`src/rtl/serial_arbiter_if.sv`:
```
// serial_arbiter_if: bundles the requester, response and serial-unit
// signals of serial_arbiter.
//   req0_* / req1_*  operand handshakes from the two requesters
//   resp_*           tagged result handshake to the consumer
//   su_*             operand/start/result link to the shared serial_top
// The slave modport is the arbiter's view. The master modport is the
// surrounding logic: the clients, the consumer and the serial unit.
interface serial_arbiter_if #(
    parameter int BIT_WIDTH = 8
);
    logic                 req0_valid;
    logic                 req0_ready;
    logic [BIT_WIDTH-1:0] req0_A;
    logic [BIT_WIDTH-1:0] req0_B;
    logic                 req0_M;
    logic                 req1_valid;
    logic                 req1_ready;
    logic [BIT_WIDTH-1:0] req1_A;
    logic [BIT_WIDTH-1:0] req1_B;
    logic                 req1_M;
    logic                 resp_valid;
    logic                 resp_ready;
    logic [BIT_WIDTH:0]   resp_sum;
    logic                 resp_id;
    logic [BIT_WIDTH-1:0] su_A;
    logic [BIT_WIDTH-1:0] su_B;
    logic                 su_M;
    logic                 su_start;
    logic [BIT_WIDTH:0]   su_sum;

    modport slave (
        input  req0_valid, req0_A, req0_B, req0_M,
        input  req1_valid, req1_A, req1_B, req1_M,
        input  resp_ready, su_sum,
        output req0_ready, req1_ready,
        output resp_valid, resp_sum, resp_id,
        output su_A, su_B, su_M, su_start
    );

    modport master (
        output req0_valid, req0_A, req0_B, req0_M,
        output req1_valid, req1_A, req1_B, req1_M,
        output resp_ready, su_sum,
        input  req0_ready, req1_ready,
        input  resp_valid, resp_sum, resp_id,
        input  su_A, su_B, su_M, su_start
    );
endinterface

```
`src/rtl/serial_arbiter.sv`:
```
// serial_arbiter: shares one serial adder/subtractor between two requesters.
// Round-robin grant, operand latch, one-cycle start pulse, fixed-latency
// wait, then the captured result is returned tagged with the requester id.
//   clock   rising-edge clock, shared with serial_top
//   resetn  asynchronous active-low reset
//   bus     serial_arbiter_if.slave (requesters, response, serial unit)
//   busy    high whenever the FSM is not in IDLE
module serial_arbiter #(
    parameter int BIT_WIDTH = 8,
    parameter int LATENCY   = BIT_WIDTH + 2
) (
    input  logic                clock,
    input  logic                resetn,
    serial_arbiter_if.slave     bus,
    output logic                busy
);
    localparam int CNT_W = (LATENCY < 2) ? 1 : $clog2(LATENCY + 1);

    typedef enum logic [1:0] {IDLE, ISSUE, WAIT, RESP} state_t;

    state_t               state_q, state_d;
    logic [CNT_W-1:0]     counter_q, counter_d;
    logic [BIT_WIDTH-1:0] su_a_q, su_a_d;
    logic [BIT_WIDTH-1:0] su_b_q, su_b_d;
    logic                 su_m_q, su_m_d;
    logic [BIT_WIDTH:0]   resp_sum_q, resp_sum_d;
    logic                 resp_id_q, resp_id_d;
    logic                 id_q, id_d;
    logic                 last_grant_q, last_grant_d;

    logic any_valid;
    logic grant;
    logic accept;

    // A contested grant goes to whoever was not served last. last_grant
    // resets to 1 so that requester 0 wins the first contest.
    assign any_valid = bus.req0_valid | bus.req1_valid;
    assign grant     = (bus.req0_valid & bus.req1_valid) ? ~last_grant_q : bus.req1_valid;
    assign accept    = (state_q == IDLE) & any_valid;

    assign bus.req0_ready = accept & ~grant;
    assign bus.req1_ready = accept & grant;
    assign bus.su_A       = su_a_q;
    assign bus.su_B       = su_b_q;
    assign bus.su_M       = su_m_q;
    assign bus.su_start   = (state_q == ISSUE);
    assign bus.resp_valid = (state_q == RESP);
    assign bus.resp_sum   = resp_sum_q;
    assign bus.resp_id    = resp_id_q;
    assign busy           = (state_q != IDLE);

    always_comb begin
        state_d      = state_q;
        counter_d    = counter_q;
        su_a_d       = su_a_q;
        su_b_d       = su_b_q;
        su_m_d       = su_m_q;
        resp_sum_d   = resp_sum_q;
        resp_id_d    = resp_id_q;
        id_d         = id_q;
        last_grant_d = last_grant_q;
        case (state_q)
            IDLE: begin
                if (accept) begin
                    su_a_d  = grant ? bus.req1_A : bus.req0_A;
                    su_b_d  = grant ? bus.req1_B : bus.req0_B;
                    su_m_d  = grant ? bus.req1_M : bus.req0_M;
                    id_d    = grant;
                    state_d = ISSUE;
                end
            end
            ISSUE: begin
                counter_d = '0;
                state_d   = WAIT;
            end
            WAIT: begin
                // The result is sampled on the LATENCY-th edge after the
                // start-cycle edge, which is when the count reaches LATENCY-1.
                counter_d = counter_q + 1'b1;
                if (counter_q == CNT_W'(LATENCY - 1)) begin
                    resp_sum_d = bus.su_sum;
                    resp_id_d  = id_q;
                    state_d    = RESP;
                end
            end
            RESP: begin
                if (bus.resp_ready) begin
                    last_grant_d = id_q;
                    state_d      = IDLE;
                end
            end
            default: state_d = IDLE;
        endcase
    end

    always_ff @(posedge clock or negedge resetn) begin
        if (!resetn) begin
            state_q      <= IDLE;
            counter_q    <= '0;
            su_a_q       <= '0;
            su_b_q       <= '0;
            su_m_q       <= 1'b0;
            resp_sum_q   <= '0;
            resp_id_q    <= 1'b0;
            id_q         <= 1'b0;
            last_grant_q <= 1'b1;
        end else begin
            state_q      <= state_d;
            counter_q    <= counter_d;
            su_a_q       <= su_a_d;
            su_b_q       <= su_b_d;
            su_m_q       <= su_m_d;
            resp_sum_q   <= resp_sum_d;
            resp_id_q    <= resp_id_d;
            id_q         <= id_d;
            last_grant_q <= last_grant_d;
        end
    end
endmodule

```
`src/flat_wrapper.sv`:
```
// flat-port wrapper written by rule: the top's interface ports become plain ports
module serial_arbiter_flat 
#(
    parameter int BIT_WIDTH = 8,
    parameter int LATENCY   = BIT_WIDTH + 2
)
  (clock, resetn, busy, bus_req0_valid, bus_req0_A, bus_req0_B, bus_req0_M, bus_req1_valid, bus_req1_A, bus_req1_B, bus_req1_M, bus_resp_ready, bus_su_sum, bus_req0_ready, bus_req1_ready, bus_resp_valid, bus_resp_sum, bus_resp_id, bus_su_A, bus_su_B, bus_su_M, bus_su_start);
  serial_arbiter_if #(.BIT_WIDTH(BIT_WIDTH)) bus_i ();
  input  logic clock;
  input  logic resetn;
  output logic busy;
  input wire logic [$bits(bus_i.req0_valid)-1:0] bus_req0_valid;
  input wire logic [$bits(bus_i.req0_A)-1:0] bus_req0_A;
  input wire logic [$bits(bus_i.req0_B)-1:0] bus_req0_B;
  input wire logic [$bits(bus_i.req0_M)-1:0] bus_req0_M;
  input wire logic [$bits(bus_i.req1_valid)-1:0] bus_req1_valid;
  input wire logic [$bits(bus_i.req1_A)-1:0] bus_req1_A;
  input wire logic [$bits(bus_i.req1_B)-1:0] bus_req1_B;
  input wire logic [$bits(bus_i.req1_M)-1:0] bus_req1_M;
  input wire logic [$bits(bus_i.resp_ready)-1:0] bus_resp_ready;
  input wire logic [$bits(bus_i.su_sum)-1:0] bus_su_sum;
  output wire logic [$bits(bus_i.req0_ready)-1:0] bus_req0_ready;
  output wire logic [$bits(bus_i.req1_ready)-1:0] bus_req1_ready;
  output wire logic [$bits(bus_i.resp_valid)-1:0] bus_resp_valid;
  output wire logic [$bits(bus_i.resp_sum)-1:0] bus_resp_sum;
  output wire logic [$bits(bus_i.resp_id)-1:0] bus_resp_id;
  output wire logic [$bits(bus_i.su_A)-1:0] bus_su_A;
  output wire logic [$bits(bus_i.su_B)-1:0] bus_su_B;
  output wire logic [$bits(bus_i.su_M)-1:0] bus_su_M;
  output wire logic [$bits(bus_i.su_start)-1:0] bus_su_start;
  assign bus_i.req0_valid = bus_req0_valid;
  assign bus_i.req0_A = bus_req0_A;
  assign bus_i.req0_B = bus_req0_B;
  assign bus_i.req0_M = bus_req0_M;
  assign bus_i.req1_valid = bus_req1_valid;
  assign bus_i.req1_A = bus_req1_A;
  assign bus_i.req1_B = bus_req1_B;
  assign bus_i.req1_M = bus_req1_M;
  assign bus_i.resp_ready = bus_resp_ready;
  assign bus_i.su_sum = bus_su_sum;
  assign bus_req0_ready = bus_i.req0_ready;
  assign bus_req1_ready = bus_i.req1_ready;
  assign bus_resp_valid = bus_i.resp_valid;
  assign bus_resp_sum = bus_i.resp_sum;
  assign bus_resp_id = bus_i.resp_id;
  assign bus_su_A = bus_i.su_A;
  assign bus_su_B = bus_i.su_B;
  assign bus_su_M = bus_i.su_M;
  assign bus_su_start = bus_i.su_start;
  serial_arbiter #(.BIT_WIDTH(BIT_WIDTH), .LATENCY(LATENCY)) u_core (.clock(clock), .resetn(resetn), .bus(bus_i), .busy(busy));
endmodule
```
`config.mk`:
```
export PLATFORM = sky130hd
export DESIGN_NAME = serial_arbiter_flat
export DESIGN_NICKNAME = d
export VERILOG_FILES = /design/src/rtl/serial_arbiter_if.sv /design/src/rtl/serial_arbiter.sv /design/src/flat_wrapper.sv
export SDC_FILE = /design/constraint.sdc
export NUM_CORES = 1
export LEC_CHECK = 0
export CORE_MARGIN = 2
export CORE_UTILIZATION = 30
export DETAILED_ROUTE_END_ITERATION = 8
export GPL_ROUTABILITY_DRIVEN = 0
export PLACE_DENSITY = 0.61
export SLEW_MARGIN = 10
export SYNTH_ARGS = -nofsm -noshare
export SYNTH_HDL_FRONTEND = slang
export SYNTH_SLANG_ARGS = --single-unit
```
`constraint.sdc`:
```
create_clock -name clock -period 3.5 [get_ports clock]
set_clock_uncertainty 0.05 [all_clocks]
set_input_delay 0.7 -clock clock [delete_from_list [all_inputs] [get_ports clock]]
set_output_delay 0.7 -clock clock [all_outputs]
set_load 0.03 [all_outputs]
```
# Word level (Yosys, flattened, before mapping)
# Cells that the tools add are included.
[word_totals] reg_bits=35 latch_bits=0 ramBits=0 rom_bits=0 in_bits=48 out_inout_bits=32 n_memories=0
[classes] addsub=1 multipliers=0 div=0 order_cmp=0 n_eq_ne=7 shift=0 mux=9 n_bitwise=7 n_reduce_logical=7
[op_table] cell="$mux 8" n=2
[op_table] cell="$pmux 2 s4" n=1
[op_table] cell="$pmux 4 s2" n=1
[op_table] cell="$mux 2" n=3
[op_table] cell="$reduce_and 2->1" n=3
[op_table] cell="$add 4x1->4 const B" n=1
[op_table] cell="$and 1x1->1" n=4
[op_table] cell="$eq 2x2->1 const B" n=2
[op_table] cell="$eq 4x4->1 const B" n=1
[op_table] cell="$ne 2x1->1 const B" n=2
[op_table] cell="$reduce_bool 2->1" n=2
[op_table] cell="$reduce_and 3->1" n=1
[op_table] cell="$eq 2x1->1 const B" n=1
[op_table] cell="$logic_not 2->1" n=1
[op_table] cell="$mux 1" n=2
[op_table] cell="$ne 2x2->1 const B" n=1
[op_table] cell="$not 1->1" n=2
[op_table] cell="$or 1x1->1" n=1

# Depth between registers and ports, before layout
# Gate-level depths: netlist of run 1.
[depth] word_depth=4 ltp_mapped=7 ltp_nobuf=5

# Worst setup path before layout of run 1
# OpenSTA, ideal clock, no wires.
[synth_path] path_type="flip-flop to output port" startpoint="reg u_core.state_q[0]" endpoint="out bus_req0_ready" arrival_ns=1.308 t_required_ns=2.750 setup_slack_ns=1.442 path_stages_with_launch=7 n_path_buf=2 cell_sequence="dfrtp_1 -> inv_1 -> ha_1 -> and2_1 -> buf_6 -> buf_6 -> and2_2"
[synth_via] elab_chain_cells=3
[synth_lines] item="from (decl)" line_no="serial_arbiter.sv:21" rtl="state_t state_q, state_d;"
[synth_lines] item="from (signal assigned)" line_no="serial_arbiter.sv:108" rtl="state_q <= state_d;"
[synth_lines] item="$logic_not 2->1" line_no="serial_arbiter.sv:39" rtl="assign accept = (state_q == IDLE) & any_valid;"
[synth_lines] item="$and 1x1->1" line_no="serial_arbiter.sv:39"
[synth_lines] item="$and 1x1->1" line_no="serial_arbiter.sv:41" rtl="assign bus.req0_ready = accept & ~grant;"
[synth_lines] item="to (decl)" line_no="flat_wrapper.sv:22" rtl="output wire logic [$bits(bus_i.req0_ready)-1:0] bus_req0_ready;"
# Every way passes these cells.

# Worst setup path in the final report of run 1
[layout_path] startpoint="in bus_req1_valid" endpoint="out bus_req0_ready"
[layout_via] elab_chain_cells=4 elab_cells_between_ends=6 classes_between="1 x mux; 5 x bitwise"
[layout_lines] item="from (decl)" line_no="flat_wrapper.sv:16" rtl="input wire logic [$bits(bus_i.req1_valid)-1:0] bus_req1_valid;"
[layout_lines] item="$and 1x1->1" line_no="serial_arbiter.sv:38" rtl="assign grant = (bus.req0_valid & bus.req1_valid) ? ~last_grant_q : bus.req1_valid;"
[layout_lines] item="$mux 1" line_no="serial_arbiter.sv:38"
[layout_lines] item="$not 1->1" line_no="serial_arbiter.sv:41"
[layout_lines] item="$and 1x1->1 *" line_no="serial_arbiter.sv:41"
# Mark *: on every way between the ends. The rest lies on a longest branch, timed or not.

==> impl_metrics.tcl, run 1 <==
set metrics [dict create \
    fp.dieH_um 77.66 \
    clockBufferDepth 2 \
    post_cts_buffers 0 \
    core_area_sq_um 5172 \
    setup_viol 0 \
    async_reset_ff_share_pct 100.0 \
    r2r_slack_ns 1.72 \
    required_ns 2.75 \
    ff2ff_path_depth 6 \
    p_per_area_nw_per_um2 762.5 \
    cp-end-kind "output pin" \
    multi_input_area_sq_um 676.9 \
    cpLargestDelayFamily "buffers and inverters" \
    synth.cell_area_sq_um 1628 \
    area_growth_pct 57.80 \
    holdWs_ns 0.4523 \
    seqCellArea_sq_um 877.1 \
    r2r_start "u_core.state_q[0]" \
    rsz0062_at_grt "no" \
    syn_avg_cell_area_sq_um 12.92 \
    crit_buf_inv 2 \
    power_leakage_nw 1.130 \
    clk_latency_ns 0.28 \
    ys_seq_area_share_pct 53.88 \
    cts_sinks 35 \
    hpwl_um 3182 \
    min_period_ns 3.107 \
    slew_viol_final 0 \
    netlist_top_cells_area "dfrtp_1, a221o_1, mux2_2" \
    netlist.area_leader.share_pct 52.27 \
    start_util_pct 31.47 \
    crit_type "input port to output pin" \
    io_pins 80 \
    postRouteAntennaNets 0 \
    cp_common_cell "clkdlybuf4s50_1" \
    grt_usage_pct 14.97 \
    cts_root_buf "clkbuf_8" \
    portBuffers 79 \
    slowest_stage "clkdlybuf4s50_1" \
    synth-seq-cells 35 \
    synth_commonest_cells "dfrtp_1, a221o_1, mux2_2" \
    cts_made_buffers 5 \
    cts-hold-fix-buffers 0 \
    tritoncts "done" \
    ctsResizeCount 0 \
    synth-edff-count 0 \
    rows 26 \
    antenna_found_initial 0 \
    cpPeakStageDelay_ns 0.60 \
    drive_gt1_share_pct 17.79 \
    clock.fmax_ghz 0.3218 \
    h-tree-depth 2 \
    yosysTopAreaCell "dfrtp_1" \
    grt_pass1_vias 1456 \
    cp.depth 4 \
    hold_viol_final 0 \
    hp-class "input port to asynchronous set/reset pin" \
    drv_cap 0 \
    crit_chain "clkdlybuf4s50_1, nand2b_2, and2_2, clkdlybuf4s50_1" \
    vias 1371 \
    timing.slew.headroom_pct 44.90 \
    path_max_fanout 18 \
    worst_pin_slew_ns 0.8263 \
    synth_cell_types 29 \
    dieArea_sq_um 6031 \
    drc_errors 0 \
    r2r-end "u_core.bus.su_B[3]" \
    grt_max_degree 36 \
    synth_most_common_cell "dfrtp_1" \
    critPathLaunch "bus_req1_valid" \
    clkTransAtPathRegs_ns 0.07 \
    start_kind "input port" \
    yosysWarningCount 0 \
    fill_cells 454 \
    grt_overflow 0 \
    wl_per_cell_um 15.13 \
    syn-num-nets 180 \
    initialDrtViolationCount 44 \
    critPathCapture "bus_req0_ready" \
    status "finished, final reports clean" \
    chipWidth_um 77.66 \
    finalSetupTns_ns 0 \
    viasPerCell 4.932 \
    cp.arrival_ns 2.36 \
    antenna_cells 0 \
    final_nets 261 \
    yosys_most_used_dff "dfrtp_1" \
    wl_um 4205 \
    grt_pass1_wl_um 7100 \
    ir_drop_mv 0.2862 \
    syn-instance-count 126 \
    first_pass_iters 4 \
    fin_crit_sh_pct 88.77 \
]
==> through the flow <==
step	area, sq um	setup WS, ns	cells	util (%)	total power [mW]
3_3_place_gp	2469	0.3996	270	47.73	1.620
5_1_grt	2569	0.3139	278	49.66	2.092
6_report	2569	0.3929	278	49.66	1.959
2_1_floorplan	1628	1.442	126	-	1.255
4_1_cts	2569	0.3778	278	49.66	1.978
3_5_place_dp	2469	0.3778	270	47.73	1.651
==> cell usage in the layout, fill, tap and decap left out, types with 3 or more instances in the layout <==
cell and n:
a221o_1 17, and3_1 9, and3_2 8, clkbuf_8 7, clkdlybuf4s50_1 78, dfrtp_1 34, ha_1 6, inv_1 7
mux2_2 12, nand3_1 4, nand3b_1 3, o21ai_0 3
==> kinds of logic after synthesis <==
| family | synth area share (%) |
|---|---|
| flip-flops | 53.88 |
| AND/OR/NAND/NOR | 12.99 |
| AO/OA/AOI/OAI | 15.68 |
| buffers and inverters | 4.536 |
| multiplexers | 8.301 |
| adder cells (fa/ha/maj) | 4.612 |
==> layout make-up <==
class / count / area share [%]
multi-input combinational: 77 / 26.35
sequential: 35 / 34.15
tap: 70 / 3.410
clock buffer: 8 / 3.897
inverter: 7 / 1.023
timing repair buffer: 81 / 31.17
==> metal layers <==
layer / vias to the layer above / global-route usage [%] / part of all wire [%]
li1: 640 / - / -
met1: 683 / 17.90 / 40
met2: 46 / 26.21 / 55
met3: 2 / 3.721 / 4.0
met4: 0 / 4.821 / 0.90
met5: - / 0 / 0
==> worst register-to-register path, cell delays in order, from the launching register on <==
cell and delay (ns):
dfrtp_1 0.42, inv_1 0.09, ha_1 0.28, and2_1 0.20
buf_4 0.18, and3_2 0.21, a221o_1 0.25
==> report_power, final <==
group          total [mW]  leakage [nW]  switching [mW]  internal, mW
logic               0.998         0.648           0.536         0.462
clock network       0.320        0.0515           0.140         0.180
registers           0.641         0.431          0.0947         0.546
==> sequential cells by signal, summed over array words and instances, names as in the netlist <==
register	count
u_core.counter_q	4
u_core.bus.su_B	8
u_core.bus.su_M	1
u_core.state_q	2
u_core.bus.su_A	8
u_core.id_q	1
u_core.bus.resp_sum	9
u_core.last_grant_q	1
u_core.bus.resp_id	1
==> worst min path at each step <==
stage                                         to  slack (ns)  depth (start not counted)
after floorplan               u_core.bus.resp_id        0.35                          0
after global placement               u_core.id_q        0.44                          1
after detailed placement  u_core.bus.resp_sum[5]        0.44                          1
after CTS                 u_core.bus.resp_sum[5]        0.46                          1
after global routing      u_core.bus.resp_sum[3]        0.47                          1
final                          u_core.state_q[1]        0.45                          1
No activity file was read; power rests on OpenSTA's default activity.
==> run 2: changes to the inputs <==
GPL_TIMING_DRIVEN = 0   (was not set)
HOLD_SLACK_MARGIN = 0.08   (was not set)
PLACE_DENSITY = 0.62   (was 0.61)
==> impl_metrics.tcl, run 2 (synthesis gave the netlist of run 1 again) <==
set metrics [dict create \
    status "finished, final reports clean" \
    cts-hold-fix-buffers 0 \
    grt_pass1_wl_um 6727 \
    grt_overflow 0 \
    met3_usage_pct 3.372 \
    rows 26 \
    start_kind "input port" \
    cts_made_buffers 5 \
    ir_drop_mv 0.3435 \
    placed_area_sq_um 2501 \
    hp-class "input port to asynchronous set/reset pin" \
    cts_root_buf "clkbuf_8" \
    initialDrtViolationCount 48 \
    power_leakage_nw 1.143 \
    final_nets 266 \
    top_usage_layer "met2" \
    drive_gt1_share_pct 18.87 \
    grt.met2_usage_pct 24.48 \
    path_max_fanout 10 \
    first_pass_iters 4 \
    power_frac_seq_pct 32.9 \
    final_cell_mix "clkdlybuf4s50_1, dfrtp_1, a221o_1" \
    holdWs_ns 0.4442 \
    stdcell_count 282 \
    largest_reg_flops 9 \
    ctsResizeCount 0 \
    slew_viol_final 0 \
    dieArea_sq_um 6031 \
    drc_errors 0 \
    fp.dieH_um 77.66 \
    grt_usage_pct 14.21 \
    portBuffers 79 \
    ff2ff_path_depth 7 \
    chipWidth_um 77.66 \
    vias 1365 \
    timing.slew.headroom_pct 48.28 \
    required_ns 2.75 \
    pwr-share-clk_pct 15.0 \
    finalSetupTns_ns 0 \
    cts_sinks 35 \
    p_int_mw 1.174 \
    hold_viol_final 0 \
    cp-end-kind "output pin" \
    placedCellCount 275 \
    hpwl_um 3220 \
    r2r-end "u_core.bus.su_A[1]" \
    area_growth_pct 59.03 \
    min_period_ns 3.342 \
    grt_pass1_vias 1409 \
    wl_um 4215 \
    r2r_slack_ns 1.68 \
    crit_type "input port to output pin" \
    p_per_area_nw_per_um2 749.6 \
    tritoncts "done" \
    clkTransAtPathRegs_ns 0.07 \
    antenna_cells 0 \
    p_sw_share_pct 39.52 \
    cp.arrival_ns 2.59 \
    grt_max_degree 36 \
    io_pins 80 \
    finalInstanceArea_sq_um 2589 \
    clockBufferDepth 2 \
    wl_per_cell_um 14.95 \
    r2r_start "u_core.state_q[0]" \
    setup_viol 0 \
    clock.fmax_ghz 0.2992 \
    combinationalPowerShare_pct 52.1 \
    postRouteAntennaNets 0 \
    p_switching_mw 0.7668 \
    rsz0062_at_grt "no" \
    fin_crit_sh_pct 95.48 \
    antenna_found_initial 0 \
    grt.met1_usage_pct 16.44 \
    drv_cap 0 \
    worst_pin_slew_ns 0.7758 \
    h-tree-depth 2 \
    fill_cells 440 \
    post_cts_buffers 0 \
    start_util_pct 31.47 \
    clk_latency_ns 0.28 \
    viasPerCell 4.840 \
    core_area_sq_um 5172 \
    mostFrequentLayoutCell "clkdlybuf4s50_1" \
]
## run 2: cell types whose count changed in the layout (fill, tap and decap cells not counted)
cell,previous run,this run
clkinv_2,0,1
clkbuf_8,7,6
buf_2,1,3
buf_4,2,1
buf_6,0,2
clkbuf_1,1,2
## run 2: power by group through the flow
stage	sequential [mW]	clock, mW	combinational [mW]
2_1_floorplan	0.824	0	0.431
3_3_place_gp	0.636	0	0.997
3_5_place_dp	0.643	0	1.02
4_1_cts	0.637	0.302	1.03
5_1_grt	0.655	0.313	1.09
6_report	0.638	0.292	1.01
## run 2: worst max-delay path by stage
stage | start | slack (ns) | end | depth (start not counted)
floorplan | u_core.state_q[0] | 1.44 | bus_req0_ready | 6
detailed placement | bus_req1_valid | 0.14 | bus_req1_ready | 5
global placement | bus_req1_valid | 0.15 | bus_req1_ready | 5
finish | bus_req1_valid | 0.16 | bus_req1_ready | 5
global route | bus_req1_valid | 0.05 | bus_req1_ready | 5
CTS | bus_req1_valid | 0.13 | bus_req1_ready | 5
## run 2: cell type report
cell class,instances,area (sq um),area share (%)
sequential,35,877.1,33.88
timing repair buffer,79,785.8,30.35
multi-input combinational,77,676.9,26.15
tap,70,87.58,3.383
clock buffer,6,82.58,3.190
buffer,7,47.55,1.837
inverter,7,26.28,1.015
clock inverter,1,5.005,0.1933
## run 2: critical path, cell delays in order
cell and delay (ns):
clkdlybuf4s50_1 0.57, nand2_1 0.12, a21oi_4 0.28, buf_4 0.24, clkdlybuf4s50_1 0.68
## run 2: stage by stage
step,total power [mW],setup WS (ns),utilization (%)
after floorplan,1.255,1.442,-
after global placement,1.634,0.1453,48.45
after detailed placement,1.662,0.1351,48.36
after CTS,1.965,0.1342,50.05
after global routing,2.054,0.04666,50.05
final,1.941,0.1581,50.05
## run 2: metal layers
| metal | part of all wire [%] | vias up |
|---|---|---|
| li1 | - | 646 |
| met1 | 42 | 658 |
| met2 | 50 | 51 |
| met3 | 6.1 | 10 |
| met4 | 2.0 | 0 |
| met5 | 0 | - |
==> run 3: changes to the inputs <==
CTS_CLUSTER_DIAMETER = 40   (was not set)
==> results of run 3 <==
Same layout as run 2: the final DEF is identical, and so are final timing and power.
